## config.mk

```make
export PLATFORM = sky130hd
export DESIGN_NAME = pps_align_ctrl
export DESIGN_NICKNAME = d
export VERILOG_FILES = /design/src/rtl/pps_align_ctrl.sv
export SDC_FILE = /design/constraint.sdc
export NUM_CORES = 1
export LEC_CHECK = 0
export ABC_AREA = 1
export BUFFER_PORTS_ARGS = -buffer_cell sky130_fd_sc_hd__buf_2
export CAP_MARGIN = 30
export CORE_MARGIN = 4
export CORE_UTILIZATION = 37
export CTS_CLUSTER_SIZE = 16
export DETAILED_ROUTE_END_ITERATION = 10
export PLACE_DENSITY = 0.61
export SYNTH_ARGS = -nofsm -noshare
export SYNTH_HDL_FRONTEND = slang
export SYNTH_SLANG_ARGS = --single-unit
```

## constraint.sdc

```tcl
create_clock -name CLK_SYS -period 3.9 [get_ports CLK_SYS]
set_input_delay 0 -clock CLK_SYS [delete_from_list [all_inputs] [get_ports CLK_SYS]]
set_output_delay 0 -clock CLK_SYS [all_outputs]
set_load 0.02 [all_outputs]
```

## src/rtl/pps_align_ctrl.sv

```systemverilog
// 1PPS alignment sequencer: measures GPS-vs-local phase each second, requests
// divider resets when out of tolerance, and tracks lock and GPS loss.
module pps_align_ctrl #(
  parameter int PERIOD      = 10_000_000,
  parameter int THRESH      = 100,
  parameter int BAD_LIMIT   = 3,
  parameter int LOCK_COUNT  = 8,
  parameter int RST_HOLD    = 4,
  parameter int GPS_TIMEOUT = 11_000_000
) (
  input  logic               CLK_SYS,
  input  logic               CLK_RST,
  input  logic               ctrl_en,
  input  logic               _1PPS_GPS,
  input  logic               _1PPS_Local,
  output logic               DIV_RST,
  output logic signed [24:0] phase_err,
  output logic               phase_valid,
  output logic               locked,
  output logic               gps_lost,
  output logic [7:0]         resync_cnt
);

  localparam int BadW  = $clog2(BAD_LIMIT + 1);
  localparam int GoodW = $clog2(LOCK_COUNT + 1);
  localparam int HoldW = $clog2(RST_HOLD);
  localparam int WdW   = $clog2(GPS_TIMEOUT + 1);

  localparam logic [24:0]      Period25   = 25'(PERIOD);
  localparam logic [24:0]      HalfPeriod = 25'(PERIOD / 2);
  localparam logic [24:0]      Thresh25   = 25'(THRESH);
  localparam logic [23:0]      PeriodLast = 24'(PERIOD - 1);
  localparam logic [BadW-1:0]  BadMax     = BadW'(BAD_LIMIT);
  localparam logic [GoodW-1:0] GoodMax    = GoodW'(LOCK_COUNT);
  localparam logic [HoldW-1:0] HoldLast   = HoldW'(RST_HOLD - 1);
  localparam logic [WdW-1:0]   WdMax      = WdW'(GPS_TIMEOUT);

  typedef enum logic [2:0] {IDLE, RESYNC, WAIT_GPS, MEASURE, EVAL} state_t;

  state_t            state;
  logic [2:0]        gps_sh, loc_sh;  // [0] meta, [1] synced, [2] previous
  logic              gps_edge, loc_edge;
  logic [23:0]       meas_cnt;
  logic [24:0]       meas_e;
  logic              meas_ok;
  logic [HoldW-1:0]  hold_cnt;
  logic [BadW-1:0]   bad_cnt, bad_next;
  logic [GoodW-1:0]  good_cnt, good_next;
  logic [WdW-1:0]    wd_cnt;
  logic              div_rst_q;
  logic signed [24:0] err_calc;
  logic [24:0]       err_abs;
  logic              err_good, go_resync;

  assign gps_edge = gps_sh[1] & ~gps_sh[2];
  assign loc_edge = loc_sh[1] & ~loc_sh[2];
  // Gated so that dropping ctrl_en releases the divider without waiting a cycle.
  assign DIV_RST  = div_rst_q & ctrl_en;

  // NOTE: every variable assigned in always_comb gets a value first, so no latch can be inferred.
  always_comb begin
    err_calc  = (meas_e <= HalfPeriod) ? meas_e : meas_e - Period25;
    err_abs   = err_calc[24] ? -err_calc : err_calc;
    err_good  = meas_ok && (err_abs <= Thresh25);
    bad_next  = err_good ? '0 : ((bad_cnt == BadMax) ? bad_cnt : bad_cnt + 1'b1);
    good_next = !err_good ? '0 : ((good_cnt == GoodMax) ? good_cnt : good_cnt + 1'b1);
    go_resync = (state == IDLE) || ((state == EVAL) && (bad_next == BadMax));
  end

  // NOTE: sequential state uses non-blocking assignments only, so every register samples pre-edge values.
  always_ff @(posedge CLK_SYS or negedge CLK_RST) begin
    if (!CLK_RST) begin
      state       <= IDLE;
      gps_sh      <= '0;
      loc_sh      <= '0;
      meas_cnt    <= '0;
      meas_e      <= '0;
      meas_ok     <= 1'b0;
      hold_cnt    <= '0;
      bad_cnt     <= '0;
      good_cnt    <= '0;
      wd_cnt      <= '0;
      div_rst_q   <= 1'b0;
      phase_err   <= '0;
      phase_valid <= 1'b0;
      locked      <= 1'b0;
      gps_lost    <= 1'b0;
      resync_cnt  <= '0;
    end else begin
      gps_sh      <= {gps_sh[1:0], _1PPS_GPS};
      loc_sh      <= {loc_sh[1:0], _1PPS_Local};
      phase_valid <= 1'b0;

      if (!ctrl_en) begin
        state     <= IDLE;
        div_rst_q <= 1'b0;
        locked    <= 1'b0;
        bad_cnt   <= '0;
        good_cnt  <= '0;
      end else begin
        unique case (state)
          IDLE: ;
          RESYNC: begin
            if (hold_cnt == HoldLast) begin
              div_rst_q <= 1'b0;
              state     <= WAIT_GPS;
            end else begin
              hold_cnt <= hold_cnt + 1'b1;
            end
          end
          WAIT_GPS: begin
            if (gps_edge) begin
              meas_cnt <= '0;
              if (loc_edge) begin
                meas_e  <= '0;
                meas_ok <= 1'b1;
                state   <= EVAL;
              end else begin
                state <= MEASURE;
              end
            end
          end
          MEASURE: begin
            if (loc_edge) begin
              meas_e  <= {1'b0, meas_cnt} + 25'd1;
              meas_ok <= 1'b1;
              state   <= EVAL;
            end else if (meas_cnt == PeriodLast) begin
              meas_ok <= 1'b0;
              state   <= EVAL;
            end else begin
              meas_cnt <= meas_cnt + 1'b1;
            end
          end
          EVAL: begin
            if (meas_ok) begin
              phase_err   <= err_calc;
              phase_valid <= 1'b1;
            end
            bad_cnt  <= bad_next;
            good_cnt <= good_next;
            if (!err_good)                locked <= 1'b0;
            else if (good_next == GoodMax) locked <= 1'b1;
            state <= WAIT_GPS;
          end
          default: state <= IDLE;
        endcase

        // Resync entry overrides the per-state updates above.
        if (go_resync) begin
          state     <= RESYNC;
          div_rst_q <= 1'b1;
          hold_cnt  <= '0;
          locked    <= 1'b0;
          bad_cnt   <= '0;
          good_cnt  <= '0;
          if (resync_cnt != 8'hFF) resync_cnt <= resync_cnt + 1'b1;
        end
      end

      // GPS watchdog runs regardless of ctrl_en and never moves the FSM.
      if (gps_edge) begin
        wd_cnt   <= '0;
        gps_lost <= 1'b0;
      end else if (wd_cnt != WdMax) begin
        wd_cnt <= wd_cnt + 1'b1;
        if (wd_cnt == WdMax - 1'b1) begin
          gps_lost <= 1'b1;
          locked   <= 1'b0;
        end
      end
    end
  end

endmodule

```

# Yosys cells after proc, flatten, opt, wreduce, memory -nomap -nowiden
# Index checks and enable logic that the tools add are counted.
# W data, S select, Z words.
[classes]
muxes = 56
n_addsub = 9
n_reduce_logical = 17
bitwise = 5
order_cmp = 2
eq_ne = 27
[ops]
columns = ["op", "n"]
rows = [
  ["$mux W25", 5],
  ["$mux W24", 5],
  ["$pmux W25 S2", 1],
  ["$add A24 B1 Y24 const B", 2],
  ["$eq A24 B24 Y1 const B", 2],
  ["$pmux W24 S2", 1],
  ["$add A24 B1 Y25 const B", 1],
  ["$le A25 B23 Y1 const B", 1],
  ["$le A25 B7 Y1 const B", 1],
  ["$neg A25 Y25", 1],
  ["$sub A25 B24 Y25 const B", 1],
  ["$ne A24 B24 Y1 const B", 1],
  ["$mux W1", 22],
  ["$mux W3", 7],
  ["$mux W4", 5],
  ["$mux W2", 8],
  ["$pmux W3 S5", 1],
  ["$reduce_and A5 Y1", 3],
  ["$ne A2 B2 Y1 const B", 6],
  ["$ne A3 B1 Y1 const B", 3],
  ["$reduce_and A3 Y1", 3],
  ["$add A8 B1 Y8 const B", 1],
  ["$eq A4 B4 Y1 const B", 2],
  ["$ne A4 B4 Y1 const B", 2],
  ["other kinds (18)", 31],
]
[word_totals]
regBits = 128
input_bits = 5

# Depth between registers and ports, before layout
[depth]
ltp_word = 16
mapped_depth = 30
mapped_depth_nobuf = 28

# Worst setup path before layout
# OpenSTA, ideal clock, no wires.
[synth_path]
path_type = "flip-flop to flip-flop"
from = "register meas_e[7]"
to = "register locked"
setup_ns = 0.071
setup_slack_ns = 1.044
stages_incl_launch_ff = 28
path_buffers = 3
synth_period_minus_slack_ns = 2.856
arrival_time_ns = 2.784
cell_sequence = "dfrtp_1 inv_1 ha_1 a21o_1 nand3_1 nand3_2 nand2_2 buf_6 buf_6 nand2_2 o21ai_4 nor2_2 nand2_1 inv_2 nand2_2 nand2_1 nand2_1 nand3_1 nor2_1 nand2_1 nor2_4 nand2_2 nand3_2 nand2_2 buf_6 nor2_2 nand2_1 nor2_1"
[synth_via]
elab_chain_len = 16
word_cells_on_any_way = 21
[synth_lines]
columns = ["element", "line", "rtl"]
rows = [
  ["start: declaration", "44", "logic [24:0] meas_e;"],
  ["start signal: assignment", "125", "meas_e <= {1'b0, meas_cnt} + 25'd1;"],
  ["$sub A25 B24 Y25 / $le A25 B23 Y1 (equally long branches)", "62", "err_calc = (meas_e <= HalfPeriod) ? meas_e : meas_e - Period25;"],
  ["$mux W25 (*)", "62", ""],
  ["$neg A25 Y25", "63", "err_abs = err_calc[24] ? -err_calc : err_calc;"],
  ["$mux W25 (*)", "63", ""],
  ["$le A25 B7 Y1 (*)", "64", "err_good = meas_ok && (err_abs <= Thresh25);"],
  ["$logic_and A1 B1 Y1 (*)", "64", ""],
  ["$mux W4", "66", "good_next = !err_good ? '0 : ((good_cnt == GoodMax) ? good_cnt : good_cnt + 1'b1);"],
  ["$eq A4 B4 Y1", "143", "else if (good_next == GoodMax) locked <= 1'b1;"],
  ["$mux W1", "143", ""],
  ["$mux W1", "142", "if (!err_good) locked <= 1'b0;"],
  ["$mux W1", "101", "unique case (state)"],
  ["$mux W1 (*)", "150", "if (go_resync) begin"],
  ["$mux W1 (*)", "94", "if (!ctrl_en) begin"],
  ["$mux W1", "167", "if (wd_cnt == WdMax - 1'b1) begin"],
  ["$mux W1", "165", "end else if (wd_cnt != WdMax) begin"],
  ["$mux W1 (*)", "162", "if (gps_edge) begin"],
  ["end signal: assignment", "86", "locked <= 1'b0;"],
  ["end signal: assignment", "97", "locked <= 1'b0;"],
  ["end signal: assignment", "169", "locked <= 1'b0;"],
  ["end: declaration", "19", "output logic locked,"],
]
# Every way passes the cells marked *; elsewhere a longest branch is shown, timed or not.
# A chain may end at the register's enable or synchronous reset.

# Worst setup path in the final report
[layout_path]
from = "register meas_e[8]"
to = "register resync_cnt[2]"
[layout_via]
elab_chain_len = 11
word_cells_on_any_way = 12
[layout_lines]
columns = ["element", "line", "rtl"]
rows = [
  ["$sub A25 B24 Y25 / $le A25 B23 Y1 (equally long branches)", "62", ""],
  ["$mux W25 (*)", "62", ""],
  ["$neg A25 Y25", "63", ""],
  ["$mux W25 (*)", "63", ""],
  ["$le A25 B7 Y1 (*)", "64", ""],
  ["$logic_and A1 B1 Y1 (*)", "64", ""],
  ["$mux W2 (*)", "65", "bad_next = err_good ? '0 : ((bad_cnt == BadMax) ? bad_cnt : bad_cnt + 1'b1);"],
  ["$eq A2 B2 Y1 (*)", "67", "go_resync = (state == IDLE) || ((state == EVAL) && (bad_next == BadMax));"],
  ["$logic_and A1 B1 Y1 (*)", "67", ""],
  ["$logic_or A1 B1 Y1 (*)", "67", ""],
  ["$reduce_and A3 Y1 (no line) (*)", "--", ""],
  ["end signal: assignment", "157", "if (resync_cnt != 8'hFF) resync_cnt <= resync_cnt + 1'b1;"],
  ["end: declaration", "21", "output logic [7:0] resync_cnt"],
]
# Marks and branches as above.

==> qor.csv <==
stage,metric,value,unit
status,outcome,completed,
placed_design,hpwl,14300,um
critical_path,rr_worst_depth,26,
logic_synthesis,synth_nets,1121,
cells_and_area,fillers,2137,
routing,avgRoutedWirePerCell,13.5,um
critical_path,crit_family,simple AND/OR/NAND/NOR gates,
critical_path,arrival,3730,ps
routing,drcViolationCount,0,
clock_network,cts_buffer_depth,2,
critical_path,slowest_delay,480,ps
routing,ant_nets,0,
power,p_leak,4.26,nW
floorplanning,die_height,152,um
cells_and_area,insertedDiodeCount,0,
clock_network,cts_buffers,17,
floorplanning,rows,52,
clock_network,numClockSinks,128,
power,ir_drop,0.305,mV
logic_synthesis,synth_cell_type_count,46,
clock_network,cts_tree,yes,
power,p_switching,2.94,mW
global_route,antenna_found_initial,0,
critical_path,cp-end-kind,register,
logic_synthesis,synth_area,7710,sq um
sta,hold_viol,0,
logic_synthesis,yosysSeqAreaShare,41.5,%
sta,max_clock_freq,0.292,GHz
critical_path,crit_slowest_cell,dfrtp_1,
sta,fin_skew,9.71,ps
routing,drt_iter0_drc,526,
global_route,grt.total_usage,17.3,%
power,clock_power_share,22.9,%
power,p_comb_share,45.1,%
sta,setup_viol,0,
cells_and_area,final_core_util,43.5,%
global_route,grt_pass1_vias,6723,
placed_design,gp_congestion,0.892,
sta,fin_ws,475,ps
critical_path,crit_path_start_kind,register,
floorplanning,ios,42,
critical_path,r2r_setup_slack,470,ps
critical_path,worstReg2RegStart,meas_e[8],
sta,slew_headroom,58.9,%
sta,min_period_over_period,87.8,%
cells_and_area,nets,1175,
sta,tightest_slew,611,ps
global_route,overflow,0,
job,maxCapViolCount,0,
clock_network,clkTransAtPathRegs,60,ps
power,power.share.sequential,32.0,%
logic_synthesis,synth.avg_cell_area,6.97,sq um
cells_and_area,area_growth,15.0,%
placed_design,post-place-ws,324,ps
global_route,grt_pass1_wl,33400,um
floorplanning,coreArea,20400,sq um
logic_synthesis,synth-seq-cells,128,
cells_and_area,drive_gt1_share,11.3,%
clock_network,clockRootBuffer,clkbuf_16,
global_route,grt_max_degree,97,
sta,slew_viol_final,0,
power,power_density,729,nW/um^2
clock_network,clk_latency,420,ps
power,sw_frac_of_total,45.4,%
critical_path,path_max_fanout,11,
critical_path,required,4210,ps
routing,dr.pass1.iters,5,
sta,min_period,3430,ps
logic_synthesis,synthCells,1106,
routing,drt-total-wl,19400,um
floorplanning,fp.dieW,152,um
power,p_int,3.53,mW
placed_design,port-buffer-count,41,
cells_and_area,final_cell_mix,"nand2_1 (327), inv_1 (134), dfrtp_1 (128), nor2_1 (113), o21ai_0 (100)",
clock_network,htree_levels,4,
floorplanning,design.die.area,23200,sq um
logic_synthesis,ys_warn_count,0,
sta,grt_setup_unrepaired,no,
routing,vias,7118,
critical_path,critPathKind,register to register,
routing,routed_via_density,4.93,
floorplanning,start_util,37.9,%
critical_path,r2r-end,resync_cnt[2],
cells_and_area,final_common_cell,nand2_1,
worst_hold_path,hp-class,primary input to async pin,
sta,fin_setup_tns,0,ps
critical_path,cpMostUsedCell,nand2_1,
critical_path,crit_buf_inv,3,
## registers in the layout, indices dropped and copies added, names as in the netlist
| register | count |
|---|---|
| hold_cnt | 2 |
| resync_cnt | 8 |
| locked | 1 |
| good_cnt | 4 |
| div_rst_q | 1 |
| meas_e | 25 |
| meas_ok | 1 |
| phase_valid | 1 |
| loc_sh | 3 |
| gps_lost | 1 |
| wd_cnt | 24 |
| bad_cnt | 2 |
| meas_cnt | 24 |
| phase_err | 25 |
| gps_sh | 3 |
| state | 3 |
## power groups by stage
stage,registers [mW],logic (mW),clock network (mW)
after floorplan,2.17,1.99,0
after global placement,2.08,2.85,0
after detailed placement,2.08,2.85,0
after CTS,2.06,2.87,1.53
after global routing,2.13,3.32,1.60
final,2.07,2.92,1.48
## metal layers
layer / global-route usage, % / vias to the layer above / wire length, um
met5: 0 / - / 0
met4: 6.16 / 0 / 381
met3: 3.66 / 29 / 786
met2: 26.3 / 153 / 8540
met1: 24.5 / 3264 / 9730
li1: - / 3672 / -
## cells in the mapped netlist (all sizes together)
| cell type | n | area, sq um |
|---|---|---|
| nand4 | 24 | 150 |
| nor4 | 9 | 56.3 |
| nand2 | 338 | 1300 |
| o211a | 1 | 10.0 |
| ha | 10 | 125 |
| o311ai | 1 | 8.76 |
| o211ai | 1 | 7.51 |
| xor2 | 12 | 105 |
| o21ai | 109 | 564 |
| xnor2 | 4 | 35.0 |
| o21bai | 1 | 7.51 |
| inv | 146 | 548 |
| a31oi | 1 | 6.26 |
| o221ai | 1 | 8.76 |
| a211oi | 2 | 15.0 |
| a21oi | 41 | 213 |
| a21boi | 3 | 22.5 |
| buf | 7 | 61.3 |
| nand3b | 7 | 52.6 |
| o41ai | 1 | 8.76 |
| o22ai | 1 | 6.26 |
| nor3b | 1 | 7.51 |
| nor3 | 24 | 120 |
| a22oi | 1 | 7.51 |
| nor2 | 126 | 515 |
| clkinv | 2 | 7.51 |
| dfrtp | 128 | 3200 |
| or2 | 2 | 12.5 |
| o31ai | 1 | 7.51 |
| and3 | 2 | 12.5 |
| clkbuf | 19 | 71.3 |
| nand3 | 79 | 425 |
| a21o | 1 | 7.51 |
## worst max-delay path by stage
stage / startpoint / end / slack, ps / cells after the start
floorplan: meas_e[7] / locked / 1040 / 27
CTS: meas_e[4] / resync_cnt[2] / 320 / 26
detailed placement: meas_e[4] / resync_cnt[6] / 320 / 26
global route: meas_e[7] / resync_cnt[3] / 10 / 25
global placement: meas_e[2] / resync_cnt[5] / 420 / 25
finish: meas_e[8] / resync_cnt[2] / 470 / 26
## worst register-to-register path: cells and delay by family, from the launching register on
kind	cells	cell delay, ps
AO/OA/AOI/OAI	2	410
adder cells (fa/ha/maj)	1	230
buffers and inverters	3	220
flip-flops	1	480
AND/OR/NAND/NOR	20	1960
## timing repair
action,in CTS,in global routing
hold buffers,4,0
resized for setup,0,3
hold endpoints to repair,107,0
setup buffers,0,4
setup endpoints to repair,0,20
## area by class of cell
| cell class | count | area [sq um] | share of cell area, % |
|---|---|---|---|
| clock inverters | 10 | 87.6 | 0.988 |
| flip-flops and latches | 128 | 3200 | 36.1 |
| well taps | 270 | 338 | 3.81 |
| repair buffers | 61 | 392 | 4.42 |
| multi-input cells | 804 | 3840 | 43.3 |
| inverters | 148 | 556 | 6.26 |
| clock buffers | 22 | 454 | 5.12 |
## metrics by stage
step           total power, mW  cell area [sq um]  std cells  hold WS, ps
6_report                  6.47               8870       1443          157
5_1_grt                   7.04               8870       1443          202
4_1_cts                   6.47               8790       1438          202
3_5_place_dp              4.94               8210       1402          110
3_3_place_gp              4.93               8210       1402          108
2_1_floorplan             4.16               7710       1106         -296
## kinds of logic after synthesis
group / count (synthesis) / share of synthesized area [%]
adders and majority gates: 10 / 1.62
buffers and inverters: 174 / 8.92
and+or+nand+nor: 612 / 34.4
AOI/OAI and AO/OA: 166 / 11.7
DFF: 128 / 41.5
xor gates and xnor gates: 16 / 1.82
Note: power is estimated with default switching activity, not from simulation.
